### src/rtl/z80_sys_pkg.sv
// Shared types and sizing helpers for the Z80 system controller.
package z80_sys_pkg;

  // Wait-state counter width; covers 0..15 wait states.
  localparam int unsigned WaitCntW = 4;

  // Width needed to hold a reset count of 0..cycles inclusive.
  function automatic int unsigned rst_cnt_w(input int unsigned cycles);
    return $clog2(cycles + 1);
  endfunction

  typedef enum logic {
    StIdle,
    StWaiting
  } wait_state_e;

  typedef enum logic {
    StHold,
    StRun
  } rst_state_e;

endpackage

### src/rtl/z80_wait_gen.sv
// Per-region wait-state generator driving the Z80 nWAIT input.
module z80_wait_gen
  import z80_sys_pkg::*;
#(
  parameter int unsigned LO_WAIT = 0,
  parameter int unsigned HI_WAIT = 2
) (
  input  logic clk_i,
  input  logic rst_i,
  input  logic access_i,
  input  logic region_i,
  input  logic fall_stb_i,
  input  logic abort_i,
  output logic wait_n_o
);

  wait_state_e          state_q, state_d;
  logic [WaitCntW-1:0]  cnt_q, cnt_d;
  logic                 idle_q;
  logic                 start;
  logic [WaitCntW-1:0]  load_val;

  // A new access only starts a wait if the bus was idle the clock before.
  assign start    = access_i & idle_q;
  assign load_val = region_i ? WaitCntW'(HI_WAIT) : WaitCntW'(LO_WAIT);

  // State, counter and idle-history registers.
  always_ff @(posedge clk_i or posedge rst_i) begin
    if (rst_i) begin
      state_q <= StIdle;
      cnt_q   <= '0;
      idle_q  <= 1'b1;
    end else begin
      state_q <= state_d;
      cnt_q   <= cnt_d;
      idle_q  <= ~access_i;
    end
  end

  // Next-state: load on start, count down on cpu_clk falling edges, abort wins.
  always_comb begin
    state_d = state_q;
    cnt_d   = cnt_q;
    if (abort_i) begin
      state_d = StIdle;
      cnt_d   = '0;
    end else begin
      unique case (state_q)
        StIdle: begin
          if (start) begin
            cnt_d = load_val;
            if (load_val != '0) state_d = StWaiting;
          end
        end
        StWaiting: begin
          if (!access_i) begin
            state_d = StIdle;
            cnt_d   = '0;
          end else if (fall_stb_i) begin
            cnt_d = cnt_q - 1'b1;
            if (cnt_q == WaitCntW'(1)) state_d = StIdle;
          end
        end
      endcase
    end
  end

  // nWAIT is low for exactly the time spent in the waiting state.
  always_comb begin
    wait_n_o = (state_q != StWaiting);
  end

endmodule

### src/rtl/z80_sys_ctrl.sv
// CPU-side system controller: clock divider, reset sequencer, chip-select
// decoder and wait-state generator for the Z80 core.
module z80_sys_ctrl
  import z80_sys_pkg::*;
#(
  parameter int unsigned CLK_DIV      = 2,
  parameter int unsigned RESET_CYCLES = 8,
  parameter int unsigned ADDR_W       = 16,
  parameter int unsigned SPLIT_BIT    = 15,
  parameter int unsigned LO_WAIT      = 0,
  parameter int unsigned HI_WAIT      = 2
) (
  input  logic              clk_i,
  input  logic              rst_i,
  input  logic              soft_rst_i,
  output logic              cpu_clk_o,
  output logic              cpu_reset_n_o,
  input  logic [ADDR_W-1:0] cpu_addr_i,
  input  logic              cpu_rd_n_i,
  input  logic              cpu_wr_n_i,
  input  logic              cpu_rfsh_n_i,
  output logic              cpu_wait_n_o,
  output logic              lo_ce_n_o,
  output logic              hi_ce_n_o
);

  localparam int unsigned Half    = CLK_DIV / 2;
  localparam int unsigned DivW    = (CLK_DIV > 2) ? $clog2(CLK_DIV) : 1;
  localparam int unsigned RstCntW = rst_cnt_w(RESET_CYCLES);

  logic [DivW-1:0]    div_cnt_q;
  logic               cpu_clk_q;
  logic               rise_stb, fall_stb;
  rst_state_e         rst_state_q, rst_state_d;
  logic [RstCntW-1:0] rst_cnt_q, rst_cnt_d;
  logic               access, region, abort;
  logic               unused_addr;

  assign rise_stb  = (div_cnt_q == DivW'(Half - 1));
  assign fall_stb  = (div_cnt_q == DivW'(CLK_DIV - 1));
  assign cpu_clk_o = cpu_clk_q;

  // Free-running divider; soft reset deliberately leaves it alone.
  always_ff @(posedge clk_i or posedge rst_i) begin
    if (rst_i) begin
      div_cnt_q <= '0;
      cpu_clk_q <= 1'b0;
    end else begin
      div_cnt_q <= fall_stb ? '0 : div_cnt_q + 1'b1;
      if (rise_stb)      cpu_clk_q <= 1'b1;
      else if (fall_stb) cpu_clk_q <= 1'b0;
    end
  end

  // Reset sequencer state and counter registers.
  always_ff @(posedge clk_i or posedge rst_i) begin
    if (rst_i) begin
      rst_state_q <= StHold;
      rst_cnt_q   <= '0;
    end else begin
      rst_state_q <= rst_state_d;
      rst_cnt_q   <= rst_cnt_d;
    end
  end

  // Count cpu_clk rises while held; release on the following falling edge.
  always_comb begin
    rst_state_d = rst_state_q;
    rst_cnt_d   = rst_cnt_q;
    if (soft_rst_i) begin
      rst_state_d = StHold;
      rst_cnt_d   = '0;
    end else begin
      unique case (rst_state_q)
        StHold: begin
          if (rise_stb && (rst_cnt_q != RstCntW'(RESET_CYCLES))) begin
            rst_cnt_d = rst_cnt_q + 1'b1;
          end
          if ((rst_cnt_q == RstCntW'(RESET_CYCLES)) && fall_stb) begin
            rst_state_d = StRun;
          end
        end
        StRun: ;
      endcase
    end
  end

  // CPU reset is released exactly while the sequencer is running.
  always_comb begin
    cpu_reset_n_o = (rst_state_q == StRun);
  end

  // Refresh cycles and anything during CPU reset never select a device.
  assign access      = (~cpu_rd_n_i | ~cpu_wr_n_i) & cpu_rfsh_n_i & cpu_reset_n_o;
  assign region      = cpu_addr_i[SPLIT_BIT];
  assign lo_ce_n_o   = ~(access & ~region);
  assign hi_ce_n_o   = ~(access & region);
  assign abort       = ~cpu_reset_n_o | soft_rst_i;
  assign unused_addr = ^cpu_addr_i;

  z80_wait_gen #(
    .LO_WAIT (LO_WAIT),
    .HI_WAIT (HI_WAIT)
  ) u_wait_gen (
    .clk_i      (clk_i),
    .rst_i      (rst_i),
    .access_i   (access),
    .region_i   (region),
    .fall_stb_i (fall_stb),
    .abort_i    (abort),
    .wait_n_o   (cpu_wait_n_o)
  );

endmodule

### config.mk
export PLATFORM = sky130hd
export DESIGN_NAME = z80_sys_ctrl
export DESIGN_NICKNAME = d
export VERILOG_FILES = /design/src/rtl/z80_sys_pkg.sv /design/src/rtl/z80_wait_gen.sv /design/src/rtl/z80_sys_ctrl.sv
export SDC_FILE = /design/constraint.sdc
export NUM_CORES = 1
export LEC_CHECK = 0
export ABC_AREA = 1
export BUFFER_PORTS_ARGS = -buffer_cell sky130_fd_sc_hd__buf_2
export CORE_MARGIN = 2
export CORE_UTILIZATION = 35
export DETAILED_ROUTE_END_ITERATION = 8
export RECOVER_POWER = 50
export REMOVE_ABC_BUFFERS = 1
export SETUP_SLACK_MARGIN = 0.05
export SKIP_CTS_REPAIR_TIMING = 1
export SYNTH_ARGS = -nofsm -noshare
export SYNTH_HDL_FRONTEND = slang
export SYNTH_SLANG_ARGS = --single-unit
### constraint.sdc
create_clock -name clk_i -period 1.2 [get_ports clk_i]
set_clock_uncertainty 0.05 [all_clocks]
set_input_delay 0 -clock clk_i [delete_from_list [all_inputs] [get_ports clk_i]]
set_output_delay 0 -clock clk_i [all_outputs]
set_load 0.05 [all_outputs]
==> flow_summary.json <==
{
  "outcome": "finished with violations",
  "violations": "negative setup slack",
  "ys_seq_area_share_pct": 42.7,
  "setup_viol": 9,
  "critPathBufInv": 3,
  "report.final.slew_viol_count": 0,
  "diodes": 0,
  "whs_ps": 25.7,
  "nNetsFinal": 151,
  "max_cap_violations": 0,
  "r2r-end": "rst_cnt_q[3]",
  "worst-path-stages": 5,
  "min_period_ps": 1290,
  "crit_type": "flop to output pin",
  "final_util_pct": 55.6,
  "fmax_mhz": 776,
  "grt.overflow.total": 0,
  "numCtsBuffers": 3,
  "synth_cells": 93,
  "grtUsageMet3_pct": 2.45,
  "use_met1_pct": 18.3,
  "first_pass_iters": 4,
  "worst_pin_slew_ps": 468,
  "place_hpwl_microns": 1100,
  "ys_warn_count": 0,
  "grt.met2_usage_pct": 19.4,
  "cp_top_family": "flip-flops",
  "critical_path.cell_chain": "inv_2 -> nor2_4 -> inv_2 -> or2_1 -> buf_6",
  "place.gp.congestion": 0.838,
  "setup_ws_ps": -88.9,
  "ys_ff_latch": 12,
  "critPathSlowestCell": "dfrtp_2",
  "antenna_found_initial": 0,
  "yosysUniqueCellTypes": 18,
  "stdcell_area_sq_um": 1080,
  "cts_max_level": 1,
  "die_height_microns": 48.9,
  "final_common_cell": "nand2_1",
  "syn_avg_cell_area_sq_um": 7.60,
  "powerDensity_nw_per_um2": 763,
  "r2r_slack_ps": -70,
  "grt_start_max_net_pins": 13,
  "cp.arrival_ps": 1240,
  "min-delay-start": "cpu_rfsh_n_i",
  "grt_pass1_vias": 643,
  "cp_common_cell": "inv_2",
  "cp-startpoint": "cpu_reset_n_o",
  "p_total_uw": 824,
  "grt_setup_unrepaired": "true",
  "die_area_sq_um": 2400,
  "start_util_pct": 36.4,
  "slew-limit-headroom_pct": 68.8,
  "cts_root_buf": "clkbuf_4",
  "r2r_cells": 5,
  "cts.sinks": 12,
  "worstSetupEndpointType": "output pin",
  "holdCritPathClass": "input pin to flop",
  "cp_max_fo": 4,
  "cts_tree": "built",
  "vias_per_cell": 4.56,
  "min_period_over_period_pct": 107,
  "area_delta_synth_final_pct": 52.7,
  "top_usage_layer": "met2",
  "clk_pin_slew_ps": 80,
  "place_inst": 140,
  "postRouteWirelength_microns": 1680,
  "crit_end": "lo_ce_n_o",
  "drive_above_1_share_pct": 46.0,
  "vdd_drop_max_mv": 0.707,
  "row_count": 16,
  "cts_buffer_depth": 2,
  "required_ps": 1150,
  "post_drt_wl_per_cell_microns": 11.1,
  "grt_first_pass_wirelength_microns": 2470,
  "portBuffers": 11,
  "placed_cell_area_sq_um": 863,
  "critPathMaxStageDelay_ps": 400,
  "drt_iter0_drc": 8,
  "syn_area_sq_um": 707,
  "final_cell_mix": "19 x nand2_1, 13 x buf_4, 10 x dfrtp_1, 9 x inv_2",
  "track_usage_pct": 13.0,
  "fillCellCount": 176,
  "core_sq_um": 1940,
  "num_vias": 689,
  "antenna_left": 0,
  "rr_startpoint": "cpu_reset_n_o",
  "total_leakage_power_uw": 0.000502,
  "start_kind": "flop",
  "hold_viol_final": 0,
  "drc": 0,
  "clkLatencyLatePin_ps": 280,
  "instances_no_fill": 151,
  "die_w_microns": 48.9,
  "num_io_pins": 27
}
[kinds of logic after synthesis]
logic type / after synthesis / synth area share, %
AO/OA/AOI/OAI: 8 / 6.72
XOR/XNOR: 1 / 1.24
adder cells (fa/ha/maj): 4 / 7.08
buffers and inverters: 17 / 9.03
flip-flops: 12 / 42.7
AND/OR/NAND/NOR: 51 / 33.3
[worst min-delay path, cell delays in order]
cell	delay, ps
buf_2	110
nand2_1	120
nor2_4	60
inv_2	40
[how the worst min path moves through the flow]
stage | end | slack, ps | depth (start not counted)
finish | u_wait_gen.idle_q | 30 | 4
global route | u_wait_gen.idle_q | 50 | 4
floorplan | cpu_clk_o | -190 | 1
CTS | u_wait_gen.cnt_q[2] | -310 | 2
global placement | rst_cnt_q[2] | -10 | 2
detailed placement | rst_cnt_q[2] | -10 | 2
[power breakdown]
part	switching, uW	leakage [uW]	internal [uW]
Sequential	3.32	0.000155	408
Combinational	41.6	0.000326	39.8
Clock	146	0.0000210	185
[layer usage]
layer | wire length [microns] | part of all wire [%]
met4 | 34 | 2.0
met5 | 0 | 0
met3 | 94 | 5.6
met2 | 783 | 47
met1 | 768 | 46
[final cells by class]
| class | instances | area [sq um] | share of cell area, % |
|---|---|---|---|
| clock buffers | 4 | 36.3 | 3.36 |
| inverters | 17 | 63.8 | 5.91 |
| multi-input cells | 64 | 443 | 41.0 |
| flip-flops and latches | 12 | 303 | 28.0 |
| well taps | 27 | 33.8 | 3.13 |
| repair buffers | 27 | 200 | 18.5 |
[per-stage QoR]
stage / setup TNS [ps] / setup WS, ps
floorplan: -1520 / -253
global placement: -27.9 / -14.3
detailed placement: -139 / -71.4
CTS: -677 / -276
global route: -1070 / -141
finish: -303 / -88.9
[registers in the layout (all words and copies together), names as in the netlist]
name / cells
u_wait_gen.cnt_q: 4
cpu_reset_n_o: 1
u_wait_gen.state_q: 1
cpu_clk_o: 1
rst_cnt_q: 4
u_wait_gen.idle_q: 1
[cells in the mapped netlist]
master	n	share of area, %
nand2_1	20	11
inv_1	17	9.0
nor2_1	12	6.4
dfrtp_1	11	39
nand3_1	8	5.7
ha_1	4	7.1
a21oi_1	3	2.1
nand2_2	3	2.7
a211oi_1	2	2.1
nand3_2	2	2.8
nand4_1	2	1.8
nor2_2	2	1.8
o21ai_0	2	1.4
dfstp_2	1	3.7
nor3_1	1	0.71
o21bai_1	1	1.1
or2_1	1	0.89
xnor2_1	1	1.2
No activity file was read; power rests on OpenSTA's default activity.
